===== config.mk =====
export PLATFORM = sky130hd
export DESIGN_NAME = obstacle_scheduler
export DESIGN_NICKNAME = d
export VERILOG_FILES = /design/src/rtl/obstacle_scheduler_pkg.sv /design/src/rtl/obstacle_scheduler_tick.sv /design/src/rtl/obstacle_scheduler.sv
export SDC_FILE = /design/constraint.sdc
export NUM_CORES = 1
export LEC_CHECK = 0
export CORE_ASPECT_RATIO = 2
export CORE_UTILIZATION = 44
export DETAILED_ROUTE_END_ITERATION = 7
export PLACE_DENSITY = 0.73
export SYNTH_ARGS = -nofsm -noshare
export SYNTH_HDL_FRONTEND = slang
export SYNTH_SLANG_ARGS = --single-unit

===== constraint.sdc =====
create_clock -name pclk -period 2.35 [get_ports pclk]
set_input_delay 0.705 -clock pclk [delete_from_list [all_inputs] [get_ports pclk]]
set_output_delay 0.705 -clock pclk [all_outputs]
set_load 0.03 [all_outputs]

===== src/rtl/obstacle_scheduler_pkg.sv =====
// Shared definitions for the obstacle scheduler: FSM states, widths and LFSR constants.
package obstacle_scheduler_pkg;

  typedef enum logic [1:0] {
    ST_IDLE   = 2'd0,
    ST_GAP    = 2'd1,
    ST_ACTIVE = 2'd2,
    ST_HALT   = 2'd3
  } state_t;

  localparam int unsigned SEL_W   = 4;
  localparam int unsigned FRAME_W = 12;

  localparam logic [7:0] LFSR_SEED = 8'hA5;
  // Feedback taps for x^8 + x^6 + x^5 + x^4 + 1 (bits 7, 5, 4, 3).
  localparam logic [7:0] LFSR_TAPS = 8'b1011_1000;

  function automatic logic [7:0] lfsr_step(input logic [7:0] s);
    return {s[6:0], ^(s & LFSR_TAPS)};
  endfunction

endpackage


===== src/rtl/obstacle_scheduler_tick.sv =====
// Frame tick generator: one-cycle pulse on each rising edge of vsync.
module frame_tick_gen (
  input  logic pclk,
  input  logic rst,
  input  logic vsync_in,
  output logic tick
);

  logic vsync_q;

  // Registered vsync; resets high so the first cycle after reset never ticks.
  always_ff @(posedge pclk or posedge rst) begin
    if (rst) vsync_q <= 1'b1;
    else     vsync_q <= vsync_in;
  end

  assign tick = vsync_in & ~vsync_q;

endmodule


===== src/rtl/obstacle_scheduler.sv =====
// Obstacle scheduler: sequences the obstacle mux select through gap/active
// periods counted in frames, with halt, manual override and round counting.
module obstacle_scheduler
  import obstacle_scheduler_pkg::*;
#(
  parameter int unsigned NUM_OBSTACLES       = 2,
  parameter int unsigned FRAMES_PER_OBSTACLE = 300,
  parameter int unsigned GAP_FRAMES          = 60,
  parameter int unsigned RANDOM_ORDER        = 0
) (
  input  logic             pclk,
  input  logic             rst,
  input  logic             vsync_in,
  input  logic             play_selected,
  input  logic             game_over,
  input  logic             victory,
  input  logic             override_en,
  input  logic [SEL_W-1:0] sw_override,
  output logic [SEL_W-1:0] obstacle_select,
  output logic             obstacle_active,
  output logic             obstacle_start,
  output logic [7:0]       round_count
);

  localparam logic [SEL_W:0]   NUM_L    = (SEL_W + 1)'(NUM_OBSTACLES);
  localparam logic [SEL_W-1:0] IDX_LAST = SEL_W'(NUM_OBSTACLES - 1);
  localparam logic [FRAME_W-1:0] GAP_LAST = FRAME_W'(GAP_FRAMES - 1);
  localparam logic [FRAME_W-1:0] ACT_LAST = FRAME_W'(FRAMES_PER_OBSTACLE - 1);

  state_t             state_q, state_d;
  logic [FRAME_W-1:0] cnt_q, cnt_d;
  logic [SEL_W-1:0]   idx_q, idx_d;
  logic [7:0]         round_q, round_d;
  logic [7:0]         lfsr_q, lfsr_d;
  logic [SEL_W-1:0]   sel_q, sel_d;
  logic               act_q, act_d;
  logic               start_q, start_d;

  logic               tick;
  logic               halt;
  logic [SEL_W-1:0]   seq_idx;
  logic [SEL_W-1:0]   cand;
  logic [SEL_W-1:0]   nxt_idx;

  frame_tick_gen u_tick (
    .pclk     (pclk),
    .rst      (rst),
    .vsync_in (vsync_in),
    .tick     (tick)
  );

  assign halt = game_over | victory;

  // Next obstacle index: LFSR candidate when usable, otherwise sequential.
  always_comb begin
    seq_idx = (idx_q == IDX_LAST) ? '0 : idx_q + 1'b1;
    cand    = lfsr_q[SEL_W-1:0];
    nxt_idx = seq_idx;
    if ((RANDOM_ORDER != 0) && ({1'b0, cand} < NUM_L) && (cand != idx_q))
      nxt_idx = cand;
  end

  // Schedule FSM: next state, counters and registered output values.
  always_comb begin
    state_d = state_q;
    cnt_d   = cnt_q;
    idx_d   = idx_q;
    round_d = round_q;
    start_d = 1'b0;
    lfsr_d  = tick ? lfsr_step(lfsr_q) : lfsr_q;

    case (state_q)
      ST_IDLE: begin
        if (play_selected && !halt) begin
          state_d = ST_GAP;
          cnt_d   = '0;
          idx_d   = '0;
          round_d = '0;
        end
      end
      ST_GAP, ST_ACTIVE: begin
        if (halt) begin
          state_d = ST_HALT;
        end else if (!play_selected) begin
          state_d = ST_IDLE;
        end else if (tick) begin
          if (state_q == ST_GAP) begin
            if (cnt_q == GAP_LAST) begin
              state_d = ST_ACTIVE;
              cnt_d   = '0;
              start_d = 1'b1;
            end else begin
              cnt_d = cnt_q + 1'b1;
            end
          end else begin
            if (cnt_q == ACT_LAST) begin
              state_d = ST_GAP;
              cnt_d   = '0;
              idx_d   = nxt_idx;
              // A non-increasing index means the list was wrapped.
              if ((nxt_idx <= idx_q) && (round_q != '1))
                round_d = round_q + 1'b1;
            end else begin
              cnt_d = cnt_q + 1'b1;
            end
          end
        end
      end
      ST_HALT: begin
        if (!play_selected) state_d = ST_IDLE;
      end
      default: state_d = ST_IDLE;
    endcase

    act_d = override_en | (state_d == ST_ACTIVE);
    sel_d = override_en ? sw_override : idx_q;
  end

  // State, counters and output registers.
  always_ff @(posedge pclk or posedge rst) begin
    if (rst) begin
      state_q <= ST_IDLE;
      cnt_q   <= '0;
      idx_q   <= '0;
      round_q <= '0;
      lfsr_q  <= LFSR_SEED;
      sel_q   <= '0;
      act_q   <= 1'b0;
      start_q <= 1'b0;
    end else begin
      state_q <= state_d;
      cnt_q   <= cnt_d;
      idx_q   <= idx_d;
      round_q <= round_d;
      lfsr_q  <= lfsr_d;
      sel_q   <= sel_d;
      act_q   <= act_d;
      start_q <= start_d;
    end
  end

  assign obstacle_select = sel_q;
  assign obstacle_active = act_q;
  assign obstacle_start  = start_q;
  assign round_count     = round_q;

endmodule


==> impl_metrics.tcl <==
set metrics [dict create \
    status "finished, final reports clean" \
    grt_first_pass_wirelength_mm 7.62 \
    num_antenna_cells 0 \
    syn_area_mm2 0.00202 \
    dieArea_mm2 0.00489 \
    track_usage_pct 20.6 \
    ys_warn_count 0 \
    postCtsSetupBuffers 0 \
    ant_nets 0 \
    dpl-instance-area_mm2 0.00241 \
    synthCells 218 \
    cts_sinks 33 \
    end_kind "flop" \
    tightest_slew_ns 0.525 \
    register_area_um2 827 \
    fp.dieW_um 49.9 \
    r2r-start "idx_q[1]" \
    io_buffers 24 \
    syn_to_final_growth_pct 23.8 \
    min_from "cnt_q[10]" \
    first_global_vias 1750 \
    crit_type "input pin to flop" \
    seq_area_frac_synth_pct 40.9 \
    max_stage_delay_ns 0.47 \
    drtIter0Drc 23 \
    synth_fp_nets 238 \
    clkLatencyLatePin_ns 0.29 \
    synth.ff_latch_count 33 \
    post_cts_resized 0 \
    drc 0 \
    post-route-util_pct 57.1 \
    wl_per_cell_um 14.3 \
    vias 1770 \
    cp_top_family "simple AND/OR/NAND/NOR gates" \
    holdPathStages 1 \
    synth.distinct_cells 50 \
    p_per_area_mw_per_mm2 948 \
    synth_ff_type "dfrtp_1" \
    path_cells "clkdlybuf4s50_1 -> nor3b_4 -> o21a_1 -> o211ai_1 -> or3_1 -> o21ai_0" \
    finalCritPeriodShare_pct 93.7 \
    multi_input_area_mm2 0.00113 \
    synth_top_area_cell "dfrtp_1" \
    path_clk_slew_ns 0.07 \
    ff2ff_path_depth 11 \
    dp_hpwl_mm 3.41 \
    fillers 427 \
    relSlewSlack_pct 64.8 \
    fin_skew_ns 0.00814 \
    crit_start "victory" \
    cp.depth 6 \
    routed_via_density 5.65 \
    yosys-top-cells-count "dfrtp_1 (32), nand2_1 (26), nand3_1 (18), o21ai_0 (18), inv_1 (15)" \
    drive_gt1_share_pct 13.5 \
    nets 278 \
    top_level_ports 25 \
    required_ns 2.55 \
    cts_inserted_buffers 5 \
    grt_max_degree 34 \
    synth_edf_count 0 \
    cpMaxStageDelayCell "clkdlybuf4s50_1" \
    synth_top_cell_area_share_pct 39.6 \
    overflow 0 \
    hold_violations 0 \
    die_height_um 97.9 \
    setup_violations 0 \
    synth_area_leaders "dfrtp_1 (40%), ha_1 (5.6%), mux2i_1 (5.0%)" \
    wl_mm 4.47 \
    fmax_mhz 454 \
    worst-path-buf-inv 1 \
    async_reset_ff_share_pct 100 \
    path_max_fanout 7 \
    vdd_drop_max_mv 0.659 \
    drv_cap 0 \
    syn_avg_cell_area_um2 9.27 \
    drtPass1Iterations 4 \
    leakage_nw 1.13 \
    synthMostInstantiatedCell "dfrtp_1" \
    htree_levels 2 \
    start_kind "input pin" \
    period_minus_slack_ns 2.20 \
    gp_congestion 0.831 \
    start_util_pct 46.1 \
    final_max_slew_viol_count 0 \
    antenna_found_initial 0 \
    clockBufferDepth 2 \
    core_mm2 0.00438 \
    postCtsHoldBufs 0 \
    tritoncts "built" \
    root_buffer "clkbuf_8" \
    design_area_mm2 0.00250 \
    crit_arrival_ns 2.40 \
    whs_ns 0.535 \
    rows 34 \
    hp-class "flop to flop" \
    design_power_total_w 0.00237 \
]
==> per-stage QoR <==
stage               instances  setup slack (ns)  TNS [ns]
floorplan                 218             0.124         0
global placement          305            -0.108     -1.10
detailed placement        305            -0.139     -1.52
CTS                       313             0.110         0
global route              313           -0.0222   -0.0300
finish                    313             0.149         0
==> per-layer routing <==
layer / global-route usage, % / routed length, um / vias up
met5: 0 / 0 / -
met4: 8.57 / 71 / 0
met3: 4.67 / 97 / 5
met2: 39.8 / 2640 / 25
met1: 19.7 / 1670 / 872
li1: - / - / 868
==> worst register-to-register path, stage by stage, from the launching register on <==
cell and delay (ns):
dfrtp_1 0.40, inv_1 0.12, ha_1 0.15, nor2b_2 0.18
a21oi_1 0.11, ha_1 0.28, nand2b_1 0.07, a21oi_1 0.18
o32ai_2 0.11, buf_4 0.17, nand4_1 0.10, mux2i_1 0.20
==> where the power goes <==
part | switching, W | total (W) | leakage [nW] | internal, W
Combinational | 0.000684 | 0.00116 | 0.665 | 0.000481
Clock | 0.000206 | 0.000411 | 0.0450 | 0.000205
Sequential | 0.000107 | 0.000799 | 0.416 | 0.000692
Total | 0.000997 | 0.00237 | 1.13 | 0.00138
==> cell usage in the layout (no fill, tap or decap), drive strengths merged, types with 2 or more instances in the layout <==
master	count
o21ai	19
or3	5
nor2b	2
nor4	4
dfrtp	32
ha	9
nand3	18
nand2	27
a31oi	2
nor2	9
a21o	2
nor3b	3
clkinv	2
clkdlybuf4s50	24
mux2i	10
inv	15
buf	13
a21oi	6
mux2	2
and4bb	3
o21a	2
nor3	3
clkbuf	6
nand2b	12
a221o	2
nand4	5
and3	3
==> cell type report <==
| type | count | area share, % |
|---|---|---|
| clock inverters | 2 | 0.400 |
| multi-input cells | 166 | 45.2 |
| well taps | 54 | 2.70 |
| flip-flops and latches | 33 | 33.0 |
| repair buffers | 37 | 13.5 |
| clock buffers | 6 | 2.90 |
| inverters | 15 | 2.25 |
==> path summary, 6_finish.rpt <==
check,endpoint,slack (ns)
setup / recovery,cnt_q[3],0.15
hold / removal,cnt_q[10],0.54
min in group asynchronous,round_count[0],0.82
max in group asynchronous,u_tick.vsync_q,1.20
setup reg to reg,round_count[7],0.18
hold reg to reg,cnt_q[10],0.54
==> flip-flops by register name, summed over array words and instances (netlist names) <==
name and count:
state_q 2, obstacle_active 1, cnt_q 12, u_tick.vsync_q 1, idx_q 4, obstacle_start 1, round_count 8, obstacle_select 4
==> cell families (layout without fill, tap and decap cells) <==
family	after synthesis	after routing	share of synthesized area [%]
muxes	12	12	6.06
DFF	33	33	40.9
AOI/OAI and AO/OA	46	46	15.1
buffers and inverters	19	60	3.59
adders and majority gates	9	9	5.57
and+or+nand+nor	99	99	28.8
(Power assumes the default switching activity.)
